[src/rtl/jt49_pkg.sv]
// Shared constants and types for the JT49 envelope generator.
// The divider limit helper is shared with the tone and noise dividers.
package jt49_pkg;

   localparam int PERW  = 16;
   localparam int STEPW = 5;

   localparam int SH_CONT = 3;
   localparam int SH_ATT  = 2;
   localparam int SH_ALT  = 1;
   localparam int SH_HOLD = 0;

   localparam logic [STEPW-1:0] ENV_MAX = 5'd31;

   typedef enum logic {
      ENV_RUN  = 1'b0,
      ENV_HOLD = 1'b1
   } env_state_e;

   // A zero period behaves as one, so the terminal count is period-1 floored at 0.
   function automatic logic [PERW-1:0] div_limit(input logic [PERW-1:0] p);
      logic [PERW-1:0] lim;
      if (p == 16'd0) begin
         lim = 16'd0;
      end else begin
         lim = p - 16'd1;
      end
      return lim;
   endfunction

endpackage

[src/rtl/jt49_env_div.sv]
// Envelope period divider: counts cen256 pulses and emits a one-cycle step
// pulse each time the count reaches the period terminal value.
module jt49_env_div
   import jt49_pkg::*;
(
   input  logic            clk,
   input  logic            rst_n,
   input  logic            cen256,
   input  logic            clr,
   input  logic            freeze,
   input  logic [PERW-1:0] period,
   output logic            step
);

   logic [PERW-1:0] cnt_q;
   logic [PERW-1:0] cnt_d;
   logic [PERW-1:0] lim_s;

   // Next count and step pulse; ">=" lets a lowered period take effect at once.
   always_comb begin
      lim_s = div_limit(period);
      cnt_d = cnt_q;
      step  = 1'b0;
      if (clr) begin
         cnt_d = 16'd0;
      end else if (cen256 && !freeze) begin
         if (cnt_q >= lim_s) begin
            cnt_d = 16'd0;
            step  = 1'b1;
         end else begin
            cnt_d = cnt_q + 16'd1;
         end
      end else begin
         cnt_d = cnt_q;
      end
   end

   // Period counter register.
   always_ff @(posedge clk or negedge rst_n) begin
      if (!rst_n) begin
         cnt_q <= 16'd0;
      end else begin
         cnt_q <= cnt_d;
      end
   end

endmodule

[src/rtl/jt49_env.sv]
// JT49 envelope generator: 32-step level sequencer following the eight
// AY-3-8910/YM2149 envelope shapes, with registered level and hold flag.
module jt49_env
   import jt49_pkg::*;
(
   input  logic             clk,
   input  logic             rst_n,
   input  logic             cen256,
   input  logic [PERW-1:0]  period,
   input  logic [3:0]       shape,
   input  logic             restart,
   output logic [STEPW-1:0] env,
   output logic             holding
);

   env_state_e       state_q, state_d;
   logic [STEPW-1:0] step_q, step_d;
   logic [STEPW-1:0] env_q, env_d;
   logic             inv_q, inv_d;
   logic             holding_q, holding_d;
   logic             div_step_s;
   logic             freeze_s;

   assign freeze_s = (state_q == ENV_HOLD);

   jt49_env_div u_div (
      .clk    (clk),
      .rst_n  (rst_n),
      .cen256 (cen256),
      .clr    (restart),
      .freeze (freeze_s),
      .period (period),
      .step   (div_step_s)
   );

   // Shape sequencing: restart wins over any coincident step.
   always_comb begin
      state_d   = state_q;
      step_d    = step_q;
      inv_d     = inv_q;
      env_d     = env_q;
      holding_d = holding_q;
      if (restart) begin
         state_d   = ENV_RUN;
         step_d    = 5'd0;
         inv_d     = ~shape[SH_ATT];
         env_d     = shape[SH_ATT] ? 5'd0 : ENV_MAX;
         holding_d = 1'b0;
      end else if (div_step_s) begin
         if (step_q == ENV_MAX) begin
            if (!shape[SH_CONT]) begin
               state_d   = ENV_HOLD;
               env_d     = 5'd0;
               holding_d = 1'b1;
            end else if (shape[SH_HOLD]) begin
               state_d   = ENV_HOLD;
               env_d     = (shape[SH_ATT] ^ shape[SH_ALT]) ? ENV_MAX : 5'd0;
               holding_d = 1'b1;
            end else if (shape[SH_ALT]) begin
               step_d = 5'd0;
               inv_d  = ~inv_q;
               env_d  = {STEPW{~inv_q}};
            end else begin
               step_d = 5'd0;
               env_d  = {STEPW{inv_q}};
            end
         end else begin
            step_d = step_q + 5'd1;
            env_d  = (step_q + 5'd1) ^ {STEPW{inv_q}};
         end
      end else begin
         env_d = env_q;
      end
   end

   // Sequencer state and output registers.
   always_ff @(posedge clk or negedge rst_n) begin
      if (!rst_n) begin
         state_q   <= ENV_RUN;
         step_q    <= 5'd0;
         inv_q     <= 1'b0;
         env_q     <= 5'd0;
         holding_q <= 1'b0;
      end else begin
         state_q   <= state_d;
         step_q    <= step_d;
         inv_q     <= inv_d;
         env_q     <= env_d;
         holding_q <= holding_d;
      end
   end

   assign env     = env_q;
   assign holding = holding_q;

endmodule

[config.mk]
export PLATFORM = sky130hd
export DESIGN_NAME = jt49_env
export DESIGN_NICKNAME = d
export VERILOG_FILES = /design/src/rtl/jt49_pkg.sv /design/src/rtl/jt49_env_div.sv /design/src/rtl/jt49_env.sv
export SDC_FILE = /design/constraint.sdc
export NUM_CORES = 1
export LEC_CHECK = 0
export ABC_AREA = 1
export CORE_AREA = 2 2 98 100
export DETAILED_ROUTE_END_ITERATION = 12
export DIE_AREA = 0 0 100 102
export GPL_TIMING_DRIVEN = 0
export PLACE_DENSITY = 0.53
export SLEW_MARGIN = 0
export SYNTH_ARGS = -nofsm -noshare
export SYNTH_HDL_FRONTEND = slang
export SYNTH_SLANG_ARGS = --single-unit
[constraint.sdc]
create_clock -name clk -period 1.8 [get_ports clk]
set_input_delay 0.54 -clock clk [delete_from_list [all_inputs] [get_ports clk]]
set_output_delay 0.54 -clock clk [all_outputs]
set_load 0.05 [all_outputs]
==> results of run 1 <==
worst register-to-register path, stage by stage (launching register included):
cell,delay (ns)
dfrtp_1,0.43
ha_1,0.24
nand2_1,0.07
nor2_1,0.04
ha_1,0.21
nor2_1,0.29
inv_1,0.16
o21ai_0,0.22
nor2_1,0.06
nor2_1,0.12
stage by stage:
| step | setup TNS [ns] | power, mW | area, µm² |
|---|---|---|---|
| floorplan | -20.86 | 1.06 | 2610 |
| global placement | -57.66 | 1.26 | 3030 |
| detailed placement | -58.97 | 1.26 | 3030 |
| CTS | -26.11 | 1.66 | 3430 |
| global route | -28.11 | 1.79 | 3640 |
| finish | -23.65 | 1.68 | 3640 |
kinds of logic after synthesis:
kind of cell,count (synthesis),synth area share [%]
AO/OA/AOI/OAI,52,12.1
AND/OR/NAND/NOR,197,34.2
XOR/XNOR,21,7.10
buffers and inverters,56,9.42
flip-flops,28,27.0
adder cells (fa/ha/maj),21,10.1
routing by layer:
layer | share of wire, % | vias to the layer above
met3 | 3.5 | 16
met5 | 0 | -
li1 | - | 1356
met4 | 2.0 | 0
met2 | 50 | 72
met1 | 45 | 1256
timing repair:
action,CTS,global route
buffers inserted,26,13
pin swaps,32,44
setup endpoints to repair,62,29
cloned,2,1
gates resized for setup,87,58
Yosys cell counts, drive strengths merged:
| master | instances |
|---|---|
| nor3 | 9 |
| o211ai | 1 |
| nand3 | 22 |
| inv | 49 |
| a21boi | 1 |
| o22ai | 1 |
| clkbuf | 1 |
| buf | 6 |
| or2 | 3 |
| nand2 | 102 |
| nor4 | 2 |
| xnor2 | 5 |
| dfrtp | 28 |
| and2 | 1 |
| ha | 21 |
| a21oi | 17 |
| nand4 | 9 |
| xor2 | 16 |
| nor2 | 49 |
| o21ai | 31 |
| a211oi | 1 |
state kept, by name, summed over array words and instances (netlist names):
signal       count
step_q           5
inv_q            1
u_div.cnt_q     16
env              5
holding          1
final timing paths:
check | slack, ns | to | depth (start not counted) | from
setup / recovery | -0.90 | env[3] | 19 | period[6]
hold / removal | 0.29 | step_q[1] | 1 | rst_n
setup reg to reg | -0.10 | env[3] | 9 | step_q[0]
hold reg to reg | 0.49 | step_q[3] | 2 | step_q[3]
max in group asynchronous | 1.09 | u_div.cnt_q[8] | 1 | rst_n
min in group clk | 0.49 | step_q[3] | 2 | step_q[3]
power breakdown:
group          total [mW]  switching (mW)  internal (mW)
clock               0.340           0.190          0.150
combinational       0.629           0.386          0.243
sequential          0.707          0.0333          0.674
area by class of cell:
class	count	area, µm²
clock buffer	3	41.3
timing repair buffer	70	573
tap	111	139
buffer	7	65.1
fill	955	5470
multi-input combinational	291	1940
inverter	49	186
sequential	28	701
==> flow_metrics.tcl, run 1 <==
set metrics [dict create \
    hpwl_um 4870 \
    cp_top_family "simple AND/OR/NAND/NOR gates" \
    io_buffers 28 \
    synth_cell_types 35 \
    cts_made_buffers 3 \
    start_util_pct 28.4 \
    outcome "finished with violations" \
    insertion_delay_ns 0.27 \
    fin_skew_ns 0.00751 \
    ys_warn_count 0 \
    critPathBufInv 6 \
    slew_violations 0 \
    grt_usage_pct 14.2 \
    p_leak_nw 1.77 \
    violations "setup timing" \
    arrival_ns 2.87 \
    syn-num-nets 420 \
    firstDrtPassIters 4 \
    ios 30 \
    start_kind "input port" \
    grt_max_degree 29 \
    synth_seq_cells 28 \
    slew_headroom_pct 51.5 \
    grt_use_met2_pct 26.1 \
    grt_overflow 0 \
    synth_top_area_share_pct 27.0 \
    cts_root_buf "clkbuf_8" \
    met1_usage_pct 17.4 \
    core-area_um2 9110 \
    die-area_um2 10200 \
    ys_top_cells_by_area "dfrtp_1, nand2_1, ha_1, inv_1, nor2_1" \
    fin_ws_ns -0.898 \
    htreeDepth 1 \
    stdcell_count 559 \
    layout_common_cells "nand2_1, buf_4, nor2_1" \
    gp_congestion 0.916 \
    vias_per_cell 4.83 \
    hold_buffers 0 \
    syn-cell-area_um2 2590 \
    synth_area_per_cell_um2 6.91 \
    fin_crit_sh_pct 150 \
    worstPathCellList "buf_8 -> buf_4 -> nor2_2 -> nand2_2 -> nor3_4 -> nand2_2 -> buf_6 -> nand3_1 -> ha_1 -> nand2_1 -> inv_1 -> o21ai_1 -> nand2_1 -> a21oi_2 -> nand2_4 -> buf_4 -> buf_6 -> a21oi_2 -> nor2_1" \
    cts_tree "done" \
    slowest_stage "ha_1" \
    num_rows 35 \
    clk_pin_slew_ns 0.10 \
    min_period_ns 2.70 \
    ys_seq_area_share_pct 27.0 \
    layout.nets 495 \
    final_common_cell "nand2_1" \
    wl_per_cell_um 12.9 \
    post-synth-top-area-cell "dfrtp_1" \
    ir_worst_vdd_uv 330 \
    vias 2700 \
    antenna_found_initial 0 \
    grt_pass1_wl_um 11900 \
    worst_pin_slew_ns 0.722 \
    use_met3_pct 1.23 \
    top_usage_layer "met2" \
    drc_errors 0 \
    clock.fmax_mhz 371 \
    clock-sinks 28 \
    synthCells 375 \
    cts_max_path_buffers 2 \
    drtIter0Drc 109 \
    drive_gt1_share_pct 34.6 \
    pre_cts_slack_ns -1.81 \
    required_ns 1.97 \
    rsz0062_at_grt "true" \
    grt_pass1_vias 2619 \
    die_h_um 102 \
    cp-end-kind "register" \
    holdWs_ns 0.289 \
    slowest_delay_ns 0.24 \
    crit_fanout 5 \
    drt_wl_total_um 7200 \
    postLayoutCoreUtil_pct 40.0 \
    min_path_type "input port to async pin" \
    die_w_um 100 \
    setup_viol 28 \
    final-hold-violation-count 0 \
    worstSetupPathType "input port to register" \
    drv_cap 0 \
    powerDensity_nw_per_um2 460 \
    syn2layout_area_growth_pct 40.6 \
    diodes 0 \
    dp_cells 514 \
    ant_nets 0 \
]
No activity file was read; power rests on OpenSTA's default activity.
==> run 2: changes to the inputs <==
--- a/config.mk
+++ b/config.mk
@@ -11,6 +11,8 @@
 export DIE_AREA = 0 0 100 102
 export GPL_TIMING_DRIVEN = 0
 export PLACE_DENSITY = 0.53
+export RECOVER_POWER = 25
+export SETUP_SLACK_MARGIN = 0.1
 export SLEW_MARGIN = 0
 export SYNTH_ARGS = -nofsm -noshare
 export SYNTH_HDL_FRONTEND = slang
==> run 2 against run 1 <==
Wire length increased by 0.13%. The flow still finishes with violations (setup timing). Hold slack improved by 0.025 ns. Sequential share of layout area hardly changed. Largest power group unchanged. Final cell count unchanged. Highest routed layer unchanged. Sequential power is essentially flat. Die area did not move. Flip-flop and latch count is the same. Global-route usage hardly changed. First-iteration DRC count rose by 10%.
==> flow_metrics.tcl, run 2 (same netlist as run 1, synthesis figures left out) <==
set metrics [dict create \
    vias 2713 \
    cp-end-kind "register" \
    firstDrtPassIters 4 \
    placed_area_um2 3030 \
    setup_viol 28 \
    slew_violations 0 \
    ant_nets 0 \
    p_leak_nw 1.76 \
    fin_skew_ns 0.00688 \
    met1_usage_pct 17.4 \
    insertion_delay_ns 0.27 \
    hpwl_um 4870 \
    holdWs_ns 0.314 \
    io_buffers 28 \
    drive_gt1_share_pct 35.9 \
    clock.fmax_mhz 370 \
    switchingPower_mw 0.607 \
    layout.nets 495 \
    largest_reg_flops 16 \
    powerDensity_nw_per_um2 460 \
    grt_overflow 0 \
    cts_max_path_buffers 2 \
    num_rows 35 \
    violations "setup timing" \
    layout_common_cells "nand2_1, buf_4, nor2_1" \
    dp_cells 514 \
    clkPwrFrac_pct 20.1 \
    intPower_mw 1.07 \
    ir_worst_vdd_uv 330 \
    grt_use_met2_pct 26.1 \
    power_frac_seq_pct 42.2 \
    htreeDepth 1 \
    die_w_um 100 \
    die-area_um2 10200 \
    gp_congestion 0.916 \
    final-hold-violation-count 0 \
    worst_pin_slew_ns 0.722 \
    arrival_ns 2.88 \
    grt_usage_pct 14.2 \
    drv_cap 0 \
    clock-sinks 28 \
    worstSetupPathType "input port to register" \
    diodes 0 \
    rsz0062_at_grt "true" \
    use_met3_pct 1.23 \
    grt_max_degree 29 \
    fin_crit_sh_pct 150 \
    fin_ws_ns -0.905 \
    vias_per_cell 4.85 \
    top_register "u_div.cnt_q" \
    die_h_um 102 \
    slew_headroom_pct 51.5 \
    drtIter0Drc 120 \
    grt_pass1_vias 2623 \
    clk_pin_slew_ns 0.10 \
    fin_area_um2 3650 \
    wl_per_cell_um 12.9 \
    postLayoutCoreUtil_pct 40.1 \
    drt_wl_total_um 7200 \
    grt_pass1_wl_um 11900 \
    syn2layout_area_growth_pct 40.9 \
    p_total_mw 1.68 \
    pwr-share-comb_pct 37.8 \
    crit_fanout 5 \
    switching_share_pct 36.1 \
    core-area_um2 9110 \
    min_path_type "input port to async pin" \
    top_usage_layer "met2" \
    outcome "finished with violations" \
    cts_root_buf "clkbuf_8" \
    ios 30 \
    drc_errors 0 \
    stdcell_count 559 \
    pre_cts_slack_ns -1.81 \
    cts_made_buffers 3 \
    cts_tree "done" \
    start_util_pct 28.4 \
    min_period_ns 2.71 \
    antenna_found_initial 0 \
    required_ns 1.97 \
    fin_tns_setup_ns -23.93 \
    start_kind "input port" \
    final_common_cell "nand2_1" \
]
## run 2: timing repair
action / CTS / global route
endpoints found under the setup margin: 62 / 29
cloned: 2 / 1
endpoints found under the hold margin: 0 / 0
gates resized for setup: 98 / 58
hold buffers: 0 / 0
setup buffers: 26 / 13
pin swaps: 32 / 44
## run 2: path summary, 6_finish.rpt
kind	from	endpoint	slack, ns	cells past startpoint
setup / recovery	period[0]	env[3]	-0.91	23
hold / removal	rst_n	step_q[1]	0.31	1
setup reg to reg	step_q[0]	env[3]	-0.11	9
hold reg to reg	step_q[3]	step_q[3]	0.49	2
max in group asynchronous	rst_n	u_div.cnt_q[8]	1.02	1
min in group clk	step_q[3]	step_q[3]	0.49	2
## run 2: layer usage
metal | share of wire [%] | routed length (µm)
met1 | 44 | 3200
met4 | 2.0 | 143
met2 | 50 | 3590
met5 | 0 | 0
met3 | 3.8 | 276
## run 2: final cells by class
| cell class | instances | area [µm²] |
|---|---|---|
| plain buffers | 7 | 65.1 |
| multi-input cells | 291 | 1940 |
| fillers | 952 | 5460 |
| well taps | 111 | 139 |
| repair buffers | 70 | 581 |
| inverters | 49 | 186 |
| flip-flops and latches | 28 | 701 |
| clock buffers | 3 | 41.3 |
## run 2: power groups by stage
| stage | Clock, mW | Sequential, mW | Combinational, mW |
|---|---|---|---|
| 5_1_grt | 0.379 | 0.716 | 0.701 |
| 3_5_place_dp | 0 | 0.721 | 0.539 |
| 6_report | 0.337 | 0.708 | 0.635 |
| 3_3_place_gp | 0 | 0.721 | 0.534 |
| 2_1_floorplan | 0 | 0.791 | 0.273 |
| 4_1_cts | 0.357 | 0.709 | 0.602 |
## run 2: critical path, cell delays in order
cell and delay, ns:
buf_4 0.13, inv_2 0.07, ha_4 0.16, nand2_4 0.06, inv_2 0.05, nand2_1 0.05, inv_2 0.08, nand4_1 0.16
buf_4 0.19, nor2_2 0.08, nand2_1 0.08, nand3_2 0.09, ha_4 0.20, nand2_2 0.06, inv_2 0.05, o21ai_2 0.06
nand2_1 0.08, a21oi_2 0.15, nand2_4 0.09, buf_4 0.14, buf_6 0.12, a21oi_2 0.10, nor2_1 0.05
==> run 3: changes to the inputs <==
==> constraint.sdc (replaced) <==
create_clock -name clk -period 1.8 [get_ports clk]
set_input_delay 0.45 -clock clk [delete_from_list [all_inputs] [get_ports clk]]
set_output_delay 0.45 -clock clk [all_outputs]
set_load 0.05 [all_outputs]
==> run 3 against run 2 <==
The run still ends with setup timing left. Cell area is 0.34% lower. Total power is 0.27% lower. Clock power hardly changed. Hold slack worse by 0.090 ns. Sequential power hardly changed. Via count is 0.55% lower. Maximum frequency is 3.8% higher. Critical path type unchanged. Critical endpoint unchanged.
==> flow_metrics.tcl, run 3 (same netlist as run 1, synthesis figures left out) <==
set metrics [dict create \
    pre_cts_slack_ns -1.72 \
    grt_overflow 0 \
    antenna_found_initial 0 \
    drtIter0Drc 111 \
    required_ns 1.97 \
    violations "setup timing" \
    vias 2698 \
    clock-sinks 28 \
    fin_skew_ns 0.00753 \
    r2r_cells 9 \
    grt_pass1_wl_um 11900 \
    htreeDepth 1 \
    dp_cells 514 \
    layout_common_cells "nand2_1, buf_4, nor2_1" \
    start_kind "input port" \
    cts_root_buf "clkbuf_8" \
    r2r_end "env[3]" \
    gp_congestion 0.916 \
    core-area_um2 9110 \
    die_w_um 100 \
    clk_pin_slew_ns 0.10 \
    cts_max_path_buffers 2 \
    min_path_type "input port to async pin" \
    rr_startpoint "step_q[0]" \
    grt_usage_pct 14.2 \
    fill_cells 956 \
    cts_made_buffers 3 \
    fin_crit_sh_pct 145 \
    syn2layout_area_growth_pct 40.4 \
    r2r_setup_slack_ns -0.09 \
    insertion_delay_ns 0.27 \
    min_period_ns 2.60 \
    rsz0062_at_grt "true" \
    worst_pin_slew_ns 0.734 \
    cts_tree "done" \
    arrival_ns 2.78 \
    powerDensity_nw_per_um2 461 \
    hpwl_um 4870 \
    stdcell_count 559 \
    ant_nets 0 \
    drc_errors 0 \
    clock.fmax_mhz 384 \
    grt_pass1_vias 2619 \
    die-area_um2 10200 \
    slew_headroom_pct 51.0 \
    p_leak_nw 1.77 \
    ir_worst_vdd_uv 330 \
    largest_reg_flops 16 \
    cp-end-kind "register" \
    diodes 0 \
    die_h_um 102 \
    hold_buffers 0 \
    start_util_pct 28.4 \
    io_buffers 28 \
    vias_per_cell 4.83 \
    drt_wl_total_um 7190 \
    outcome "finished with violations" \
    crit_fanout 5 \
    top_register "u_div.cnt_q" \
    final-hold-violation-count 0 \
    final_common_cell "nand2_1" \
    fin_ws_ns -0.805 \
    wl_per_cell_um 12.9 \
    layout.nets 495 \
    grt_max_degree 29 \
    drv_cap 0 \
    num_rows 35 \
    drive_gt1_share_pct 34.8 \
    ios 30 \
    worstSetupPathType "input port to register" \
    setup_viol 28 \
    firstDrtPassIters 4 \
    slew_violations 0 \
]
run 3: cell count changes in the layout (fill, tap and decap cells not counted), sizes merged:
cell,previous run,this run
dlygate4sd2,2,7
clkdlybuf4s15,5,0
run 3: cell type report:
cell class,instances,area (µm²),area share [%]
Tap cell,111,139,3.82
Buffer,7,65.1,1.79
Clock buffer,3,41.3,1.13
Timing Repair Buffer,70,568,15.6
Sequential cell,28,701,19.3
Multi-Input combinational cell,291,1940,53.3
Inverter,49,186,5.12
run 3: worst max path at each step:
stage,to,depth (start not counted),slack [ns],startpoint
after floorplan,u_div.cnt_q[10],19,-0.69,period[5]
after global placement,u_div.cnt_q[10],17,-1.70,period[11]
after detailed placement,step_q[1],21,-1.72,period[0]
after CTS,step_q[0],21,-0.89,period[6]
after global routing,env[2],19,-0.98,period[6]
final,env[3],19,-0.80,period[6]
run 3: repair_timing:
action                                  CTS  global route
pin swaps                                32            44
buffers inserted                         26            13
gates resized for setup                  87            59
cloned                                    2             1
endpoints found under the setup margin   62            29
run 3: where the power goes:
group / switching, mW / internal, mW / leakage [nW]
Combinational: 0.385 / 0.243 / 1.37
Clock: 0.190 / 0.150 / 0.0216
Sequential: 0.0333 / 0.674 / 0.373
run 3: metal layers:
metal,share of wire [%],GRT usage [%]
met1,45,17.4
met2,50,26.1
met3,3.6,1.23
met4,2.0,5.16
met5,0,0
run 3: stage by stage:
step / cell area [µm²] / setup TNS [ns] / hold WS, ns / power, mW / util (%)
global route: 3640 / -25.59 / 0.289 / 1.79 / 39.9
floorplan: 2610 / -18.34 / 0.154 / 1.06 / -
finish: 3640 / -21.11 / 0.223 / 1.68 / 39.9
global placement: 3030 / -52.62 / 0.469 / 1.26 / 33.3
CTS: 3430 / -23.59 / 0.483 / 1.66 / 37.6
detailed placement: 3030 / -53.93 / 0.470 / 1.26 / 33.3
run 3: critical path: stages:
cell     delay, ns
buf_8         0.09
buf_4         0.13
nor2_2        0.14
nand2_2       0.13
nor3_4        0.22
nand2_2       0.10
buf_6         0.15
nand3_1       0.08
ha_1          0.24
nand2_1       0.07
inv_1         0.04
o21ai_1       0.12
nand2_1       0.11
a21oi_2       0.19
nand2_4       0.09
buf_4         0.14
buf_6         0.12
a21oi_2       0.10
nor2_1        0.05
